File: config.mk
export PLATFORM = sky130hd
export DESIGN_NAME = fp_single_divider
export DESIGN_NICKNAME = d
export VERILOG_FILES = /design/src/rtl/fp_single_pkg.sv /design/src/rtl/fp_div_normalizer.sv /design/src/rtl/fp_single_divider.sv
export SDC_FILE = /design/constraint.sdc
export NUM_CORES = 1
export LEC_CHECK = 0
export CAP_MARGIN = 10
export CORE_MARGIN = 1
export CORE_UTILIZATION = 41
export DETAILED_ROUTE_END_ITERATION = 10
export GPL_TIMING_DRIVEN = 0
export HOLD_SLACK_MARGIN = 0.12
export MAX_ROUTING_LAYER = met4
export SLEW_MARGIN = 5
export SYNTH_ARGS = -nofsm -noshare
export SYNTH_HDL_FRONTEND = slang
export SYNTH_SLANG_ARGS = --single-unit
File: constraint.sdc
create_clock -name clk -period 5.8 [get_ports clk]
set_input_delay 1.16 -clock clk [delete_from_list [all_inputs] [get_ports clk]]
set_output_delay 1.16 -clock clk [all_outputs]
set_load 0.01 [all_outputs]
File: src/rtl/fp_single_pkg.sv
// Shared single-precision definitions used by the divider and its normalizer.
// Field widths, the result layout and the divider state encoding.
package fp_single_pkg;

   localparam int         BIAS    = 127;
   localparam int         EXP_W   = 8;
   localparam int         MANT_W  = 23;
   localparam logic [7:0] EXP_MAX = 8'hFF;

   typedef struct packed {
      logic              sign;
      logic [EXP_W-1:0]  exp;
      logic [MANT_W-1:0] mant;
   } fp_single_t;

   typedef enum logic [1:0] {
      S_IDLE,
      S_CALC,
      S_NORM,
      S_DONE
   } div_state_e;

endpackage

File: src/rtl/fp_div_normalizer.sv
// Combinational normalization of the raw 25-bit quotient into a truncated
// single-precision result, including the zero/infinity override priority.
module fp_div_normalizer
   import fp_single_pkg::*;
(
   input  logic [24:0]       q_i,
   input  logic signed [9:0] e_i,
   input  logic              s_i,
   input  logic              za_i,
   input  logic              zb_i,
   output logic [31:0]       res_o
);

   logic signed [9:0] exp_fin;
   logic [MANT_W-1:0] mant;
   fp_single_t        res;

   always_comb begin
      res      = '0;
      res.sign = s_i;
      // Quotient lies in (0.5, 2): the leading bit picks the binade.
      if (q_i[24]) begin
         mant    = q_i[23:1];
         exp_fin = e_i;
      end else begin
         mant    = q_i[22:0];
         exp_fin = e_i - 10'sd1;
      end

      if (za_i) begin
         res.exp  = '0;
         res.mant = '0;
      end else if (zb_i || exp_fin >= 10'sd255) begin
         res.exp  = EXP_MAX;
         res.mant = '0;
      end else if (exp_fin <= 10'sd0) begin
         res.exp  = '0;
         res.mant = '0;
      end else begin
         res.exp  = exp_fin[EXP_W-1:0];
         res.mant = mant;
      end
   end

   assign res_o = res;

endmodule

File: src/rtl/fp_single_divider.sv
// Sequential IEEE-754 single-precision divider, restoring radix-2, one quotient
// bit per cycle, truncated result, valid/ready on both sides.
module fp_single_divider
   import fp_single_pkg::*;
#(
   parameter int ITER = 25
) (
   input  logic        clk,
   input  logic        rst_n,
   input  logic        in_valid,
   output logic        in_ready,
   input  logic [31:0] a,
   input  logic [31:0] b,
   output logic        out_valid,
   input  logic        out_ready,
   output logic [31:0] result
);

   localparam int CNT_W = $clog2(ITER);
   localparam int REM_W = MANT_W + 2;

   div_state_e        state_q, state_d;
   logic [CNT_W-1:0]  cnt_q, cnt_d;
   logic [REM_W-1:0]  rem_q, rem_d;
   logic [REM_W-1:0]  div_q, div_d;
   logic [ITER-1:0]   q_q, q_d;
   logic signed [9:0] e_q, e_d;
   logic              s_q, s_d;
   logic              za_q, za_d;
   logic              zb_q, zb_d;
   logic [31:0]       result_q, result_d;

   logic              borrow;
   logic [REM_W-1:0]  diff;
   logic              ge;
   logic              last_iter;
   logic [31:0]       norm_res;

   assign {borrow, diff} = {1'b0, rem_q} - {1'b0, div_q};
   assign ge             = ~borrow;
   assign last_iter      = (cnt_q == CNT_W'(ITER - 1));

   fp_div_normalizer u_norm (
      .q_i   (q_q),
      .e_i   (e_q),
      .s_i   (s_q),
      .za_i  (za_q),
      .zb_i  (zb_q),
      .res_o (norm_res)
   );

   always_comb begin
      // NOTE: every target gets a hold value first so no path leaves it unassigned (no latches).
      state_d  = state_q;
      cnt_d    = cnt_q;
      rem_d    = rem_q;
      div_d    = div_q;
      q_d      = q_q;
      e_d      = e_q;
      s_d      = s_q;
      za_d     = za_q;
      zb_d     = zb_q;
      result_d = result_q;

      case (state_q)
         S_IDLE: begin
            if (in_valid) begin
               s_d     = a[31] ^ b[31];
               e_d     = {2'b00, a[30:23]} - {2'b00, b[30:23]} + 10'(BIAS);
               rem_d   = {2'b01, a[22:0]};
               div_d   = {2'b01, b[22:0]};
               za_d    = (a[30:23] == '0);
               zb_d    = (b[30:23] == '0);
               q_d     = '0;
               cnt_d   = '0;
               state_d = S_CALC;
            end
         end
         S_CALC: begin
            // Shifting left fills q MSB-first, equivalent to writing q[24-cnt].
            q_d   = {q_q[ITER-2:0], ge};
            rem_d = ge ? (diff << 1) : (rem_q << 1);
            cnt_d = cnt_q + 1'b1;
            if (last_iter) state_d = S_NORM;
         end
         S_NORM: begin
            result_d = norm_res;
            state_d  = S_DONE;
         end
         S_DONE: begin
            if (out_ready) state_d = S_IDLE;
         end
         default: state_d = S_IDLE;
      endcase
   end

   // NOTE: the datapath registers are reset too, so an aborted division leaves no residue.
   always_ff @(posedge clk or negedge rst_n) begin
      if (!rst_n) begin
         state_q  <= S_IDLE;
         cnt_q    <= '0;
         rem_q    <= '0;
         div_q    <= '0;
         q_q      <= '0;
         e_q      <= '0;
         s_q      <= 1'b0;
         za_q     <= 1'b0;
         zb_q     <= 1'b0;
         result_q <= '0;
      end else begin
         // NOTE: non-blocking updates so every register samples pre-edge values.
         state_q  <= state_d;
         cnt_q    <= cnt_d;
         rem_q    <= rem_d;
         div_q    <= div_d;
         q_q      <= q_d;
         e_q      <= e_d;
         s_q      <= s_d;
         za_q     <= za_d;
         zb_q     <= zb_d;
         result_q <= result_d;
      end
   end

   assign in_ready  = (state_q == S_IDLE);
   assign out_valid = (state_q == S_DONE);
   assign result    = result_q;

endmodule

==> metrics.md, run 1 <==
| Metric | Value |
|---|---|
| R2r setup slk | `2040 ps` |
| Post-synth EDFFs | `0` |
| RSZ-0062 raised after global routing | `false` |
| Worst EP required | `6150 ps` |
| Power, Total | `5606 uW` |
| DR vias/cell | `5.311` |
| Diode count | `0` |
| Slew Viols, Final | `0` |
| # nets final | `1,008` |
| Avg Cell Area, Syn | `9.777 sq um` |
| WS Path Type | `register to register` |
| First-pass GRT wire length | `30,030 um` |
| Flops & latches, synth | `126` |
| Clk slew on worst S/H paths | `60 ps` |
| Starting Density | `42.09%` |
| Worst Hold Class | `register to register` |
| PortBufs | `101` |
| Dpl hpwl | `13,190 um` |
| Clk_skew | `9.816 ps` |
| TritonCTS clock tree | `built` |
| GR Util All Layers | `20.30%` |
| Core area | `18,020 sq um` |
| Top FF cell, synth | `dfrtp_1` |
| Worst IR Drop VDD | `375.3 uV` |
| FMAX | `266.2 MHz` |
| CTS Sinks | `126` |
| Cells after Synth | `776` |
| Post-CTS sizing | `0` |
| Iter 0 DRT Violations | `255` |
| DRT antenna net count | `0` |
| Cts hold-fix bufs | `0` |
| Commonest non-fill, non-tap cells in the layout | `dfrtp_1, clkdlybuf4s50_1, inv_1` |
| Worst Setup EP | `rem_q[21]` |
| Critical path arrival | `4100 ps` |
| Row count | `49` |
| Crit Reg-Reg Startpoint | `rem_q[4]` |
| Relative slew slack | `30.81%` |
| I/O Pins | `102` |
| Crit-path cells | `ha_1 -> a21oi_1 -> nor3b_1 -> a211oi_1 -> nor4_1 -> o31a_1 -> clkbuf_1 -> nand3_1 -> o2bb2ai_1 -> o21ai_1` |
| # Post-CTS Setup Buffers | `0` |
| Period utilization | `64.77%` |
| Asr flop ratio synth | `100.0%` |
| CP peak stage delay | `870 ps` |
| Critical register-to-register path endpoint | `rem_q[21]` |
| Htree depth | `4` |
| Mapped Nets | `886` |
| Post-Syn Area | `7587 sq um` |
| Final routed DRC violation total | `0` |
| Worst Tran Pin Value | `1028 ps` |
| Final min period | `3757 ps` |
| Crit start category | `register` |
| Die H | `138.0 um` |
| Vias in the first global route | `6,000` |
| Seq/Total Area, Yosys | `41.56%` |
| PwrDens | `590.0 nW/um^2` |
| Die Wd | `138.0 um` |
| Detailed-router iteration count before antenna repair | `5` |
| Slowest CP cell | `nor4_1` |
| Routability congestion estimate | `0.8523` |
| Reg2Reg Depth | `10` |
| CP startpoint | `rem_q[4]` |
| Dpl cells | `1,108` |
| Wire length per cell | `15.73 um` |
| Layout cells sized above 1 | `10.10%` |
| CP Max Fanout | `10` |
| Final hold vios | `0` |
| Max cap viols | `0` |
| Final setup violating endpoints | `0` |
| Largest net degree at the start of global routing | `78` |
| Final cell count without fillers | `1,140` |
| Root Buffer | `clkbuf_16` |
| Clk buf depth | `2` |
| Via Count | `6,054` |
| Area delta synth->final | `25.21%` |
| Commonest non-fill, non-tap cell in the layout | `dfrtp_1` |
| Run status | `completed` |
| Synthesis Warnings | `0` |
| Setup crit end kind | `register` |
| Routed wire length | `17,940 um` |
| Unique masters post-synth | `66` |
| Number of buffers created by CTS | `17` |
| Total congestion overflow | `0` |
| Clock Latency Late Sink | `420 ps` |
| Pleak | `0.004074 uW` |
| Fill cell total of the finished layout | `1,662` |
| Full die area | `19,050 sq um` |
| Initial antenna violation count | `0` |
state kept, by name, indices dropped and copies added (netlist names):
signal   cells
cnt_q        5
div_q       24
e_q         10
q_q         25
rem_q       25
result      32
s_q          1
state_q      2
za_q         1
zb_q         1
synth_stat cells (20+ instances only):
| cell | n | area [sq um] |
|---|---|---|
| o21ai_0 | 38 | 190.2 |
| a22o_1 | 24 | 210.2 |
| mux2_2 | 25 | 281.5 |
| ha_1 | 40 | 500.5 |
| o22ai_2 | 20 | 250.2 |
| nand2_1 | 47 | 176.4 |
| mux2i_1 | 35 | 350.3 |
| clkbuf_1 | 30 | 112.6 |
| nor2_1 | 35 | 131.4 |
| a21oi_1 | 48 | 240.2 |
| dfrtp_1 | 126 | 3153 |
| inv_1 | 76 | 285.3 |
| xnor2_1 | 23 | 201.4 |
critical path, delay by kind of cell (launching register included):
family          cells  cell delay, ps
compound gates      5            1140
fa+ha+maj           1             350
buf+inv             1             430
flops               1             400
simple gates        3            1350
cells by family (layout without fill, tap and decap cells):
group / after synthesis / count (layout) / synth area share, %
AOI/OAI and AO/OA: 217 / 217 / 20.04
xor gates and xnor gates: 40 / 40 / 4.716
DFF: 126 / 126 / 41.56
muxes: 60 / 60 / 8.328
and+or+nand+nor: 179 / 179 / 12.38
adders and majority gates: 42 / 42 / 7.124
buffers and inverters: 112 / 247 / 5.854
report_power, final:
part           total [uW]  internal, uW  switching, uW
registers            1420          1190            236
clock network        1040           633            405
logic                3150          1360           1790
total                5610          3180           2430
how the worst min path moves through the flow:
stage	start	endpoint	cells after the start
after CTS	div_q[23]	div_q[23]	2
after global placement	div_q[23]	div_q[23]	2
after detailed placement	div_q[23]	div_q[23]	2
after floorplan	div_q[23]	div_q[23]	2
final	div_q[23]	div_q[23]	2
after global routing	div_q[23]	div_q[23]	2
metrics by stage:
step	hold WS (ps)	instance area [sq um]	utilization, %	setup slack (ps)	setup TNS, ps
final	451.8	9500	52.71	2043	0
after global routing	478.1	9500	52.71	1822	0
after CTS	450.7	9500	52.71	2072	0
after detailed placement	438.6	8926	49.52	1905	0
after global placement	436.5	8885	49.29	-1650	-206270
after floorplan	417.5	7587	-	2614	0
metal layers:
layer | GRT usage (%) | part of all wire, %
met5 | - | 0
met2 | 30.37 | 45
met1 | 26.93 | 48
met3 | 5.161 | 4.4
met4 | 6.304 | 2.2
layout make-up:
cell class                 count  area, sq um  area share, %
timing repair buffer         103         1047          11.02
multi-input combinational    538         3995          42.05
tap                          229        286.5          3.016
clock inverter                13        141.4          1.488
clock buffer                  19        432.9          4.557
inverter                      76        285.3          3.003
sequential                   126         3153          33.19
buffer                        36        158.9          1.673
(Power assumes the default switching activity.)
==> run 2: changes to the inputs <==
- clock period: 5.8 -> 3.1 ns (I/O delays scaled with it)
==> run 2 against run 1 <==
  * Cell count is 0.88% higher
  * Hold slack worse by 260 ps
  * Die area stayed put
  * Critical path depth is 1 higher
  * Core utilization is 0.87 points higher
  * Global-route usage is 0.090 points higher
  * Non-clock buffer count is 10 higher
  * Via count is 1.8% higher
==> metrics.md, run 2 (same netlist as run 1, synthesis figures left out) <==
| Metric | Value |
|---|---|
| CP startpoint | `q_q[24] (was rem_q[4])` |
| Initial antenna violation count | `0 (unchanged)` |
| Cell mode on critical path | `buf_6` |
| WS Path Type | `register to register (unchanged)` |
| Core Util, Final | `53.57% (was 52.71%)` |
| Clk buf depth | `2 (unchanged)` |
| First-pass GRT wire length | `30,400 um (was 30,030 um)` |
| Final hold vios | `0 (unchanged)` |
| Critical path depth | `11 (was 10)` |
| Buf/Inv on CP | `3 (was 1)` |
| Clk_skew | `9.916 ps (was 9.816 ps)` |
| Clock Latency Late Sink | `420 ps (about the same)` |
| Multi-input gate area | `4040 sq um (was 3995 sq um)` |
| CP top delay family | `simple AND/OR/NAND/NOR gates (unchanged)` |
| Reg2Reg Depth | `11 (was 10)` |
| Crit start category | `register (unchanged)` |
| Period utilization | `97.70% (was 64.77%)` |
| DR vias/cell | `5.357 (was 5.311)` |
| GR Util All Layers | `20.39% (was 20.30%)` |
| Register Area | `3156 sq um (was 3153 sq um)` |
| Total negative slack | `0 ps (unchanged)` |
| Slew Viols, Final | `0 (unchanged)` |
| Setup crit end kind | `register (unchanged)` |
| CP Max Fanout | `10 (unchanged)` |
| Largest net degree at the start of global routing | `68 (was 78)` |
| Die Wd | `138.0 um (unchanged)` |
| Wire length per cell | `15.73 um (about the same)` |
| Critical path arrival | `3370 ps (was 4100 ps)` |
| Detailed-router iteration count before antenna repair | `5 (unchanged)` |
| Htree depth | `4 (unchanged)` |
| I/O Pins | `102 (unchanged)` |
| FMAX | `330.2 MHz (was 266.2 MHz)` |
| Vias in the first global route | `5,983 (was 6,000)` |
| Pleak | `0.004151 uW (was 0.004074 uW)` |
| Number of buffers created by CTS | `17 (unchanged)` |
| Fill cell total of the finished layout | `1,712 (was 1,662)` |
| Worst Tran Pin Value | `750.9 ps (was 1028 ps)` |
| Final min period | `3029 ps (was 3757 ps)` |
| Worst EP required | `3440 ps (was 6150 ps)` |
| Die H | `138.0 um (unchanged)` |
| Cts hold-fix bufs | `0 (unchanged)` |
| Via Count | `6,161 (was 6,054)` |
| Critical register-to-register path endpoint | `result[9] (was rem_q[21])` |
| Run status | `completed (unchanged)` |
| CTS Sinks | `126 (unchanged)` |
| Diode count | `0 (unchanged)` |
| Max reg flops | `32 (unchanged)` |
| Area delta synth->final | `27.28% (was 25.21%)` |
| Core area | `18,020 sq um (unchanged)` |
| Routability congestion estimate | `0.8570 (was 0.8523)` |
| Final setup violating endpoints | `0 (unchanged)` |
| Dpl hpwl | `13,210 um (was 13,190 um)` |
| Iter 0 DRT Violations | `370 (was 255)` |
| Power, Total | `10,830 uW (was 5606 uW)` |
| Layout cells sized above 1 | `12.16% (was 10.10%)` |
| TritonCTS clock tree | `built (unchanged)` |
| Hold_ws | `193.0 ps (was 451.8 ps)` |
| Crit-path cells | `or4_4 -> nor4_4 -> nor4b_4 -> xnor2_2 -> nor4b_1 -> a221o_1 -> buf_6 -> or3b_1 -> buf_6 -> buf_8 -> o22ai_2 (was ha_1 -> a21oi_1 -> nor3b_1 -> a211oi_1 -> nor4_1 -> o31a_1 -> clkbuf_1 -> nand3_1 -> o2bb2ai_1 -> o21ai_1)` |
| RSZ-0062 raised after global routing | `true (was false)` |
| Total congestion overflow | `0 (unchanged)` |
| Final routed DRC violation total | `0 (unchanged)` |
| Crit Reg-Reg Startpoint | `q_q[24] (was rem_q[4])` |
| Slowest CP cell | `or4_4 (was nor4_1)` |
| Worst Hold Class | `input pin to async pin (was register to register)` |
| Worst IR Drop VDD | `486.4 uV (was 375.3 uV)` |
| DRT antenna net count | `0 (unchanged)` |
| CP peak stage delay | `580 ps (was 870 ps)` |
| Commonest non-fill, non-tap cell in the layout | `dfrtp_1 (unchanged)` |
| Max cap viols | `0 (unchanged)` |
| Routed wire length | `18,090 um (was 17,940 um)` |
| # nets final | `1,018 (was 1,008)` |
| Row count | `49 (unchanged)` |
| Commonest non-fill, non-tap cells in the layout | `dfrtp_1, clkdlybuf4s50_1, inv_1 (unchanged)` |
| Root Buffer | `clkbuf_16 (unchanged)` |
| Clk slew on worst S/H paths | `60 ps (about the same)` |
| Worst Setup EP | `result[9] (was rem_q[21])` |
| Starting Density | `42.09% (unchanged)` |
| Full die area | `19,050 sq um (unchanged)` |
| PwrDens | `1121 nW/um^2 (was 590.0 nW/um^2)` |
| R2r setup slk | `70 ps (was 2040 ps)` |
| PortBufs | `101 (unchanged)` |
| Relative slew slack | `49.76% (was 30.81%)` |
==> run 2: cell types whose count changed in the layout (fill, tap and decap cells not counted), sizes merged <==
cell	delta
buf	+10
clkinv	-3
inv	+4
clkbuf	-1
==> run 2: worst min path at each step <==
stage	endpoint	cells past startpoint
after floorplan	cnt_q[0]	0
after global placement	div_q[23]	2
after detailed placement	div_q[23]	2
after CTS	result[12]	1
after global routing	result[12]	1
final	result[12]	1
==> run 2: what timing repair did <==
item	in CTS	in global routing
resized for setup	6	10
setup endpoints to repair	45	28
pin swaps	3	6
buffers inserted	5	6
==> run 2: layer usage <==
| layer | track usage (%) | vias up | wire, um |
|---|---|---|---|
| met5 | - | - | 0 |
| met4 | 6.825 | 0 | 299 |
| met3 | 3.845 | 26 | 632 |
| met2 | 31.00 | 136 | 8546 |
| met1 | 27.29 | 2943 | 8609 |
| li1 | - | 3056 | - |
==> run 2: stage by stage <==
step           instance area, sq um  instances  worst slack [ps]
2_1_floorplan                  7592        776             142.4
3_3_place_gp                   8890       1106             -3758
3_5_place_dp                   8919       1107            -721.5
4_1_cts                        9574       1144             1.832
5_1_grt                        9657       1150            -44.30
6_report                       9657       1150             71.33
==> run 2: layout make-up <==
type | count | share of cell area, %
plain buffers | 36 | 1.866
repair buffers | 113 | 11.62
clock buffers | 18 | 4.444
clock inverters | 14 | 1.633
inverters | 76 | 2.954
multi-input cells | 538 | 41.84
flip-flops and latches | 126 | 32.68
well taps | 229 | 2.967
==> run 2: report_power, final <==
group | switching (uW) | internal, uW | leakage, uW
logic | 3430 | 2720 | 0.00227
clock network | 807 | 1200 | 0.000279
registers | 451 | 2220 | 0.00161
==> run 3: changes to the inputs <==
- CTS_CLUSTER_DIAMETER: unset -> 50
==> results of run 3 <==
Same layout as run 2: the final DEF is identical, and so are final timing and power.
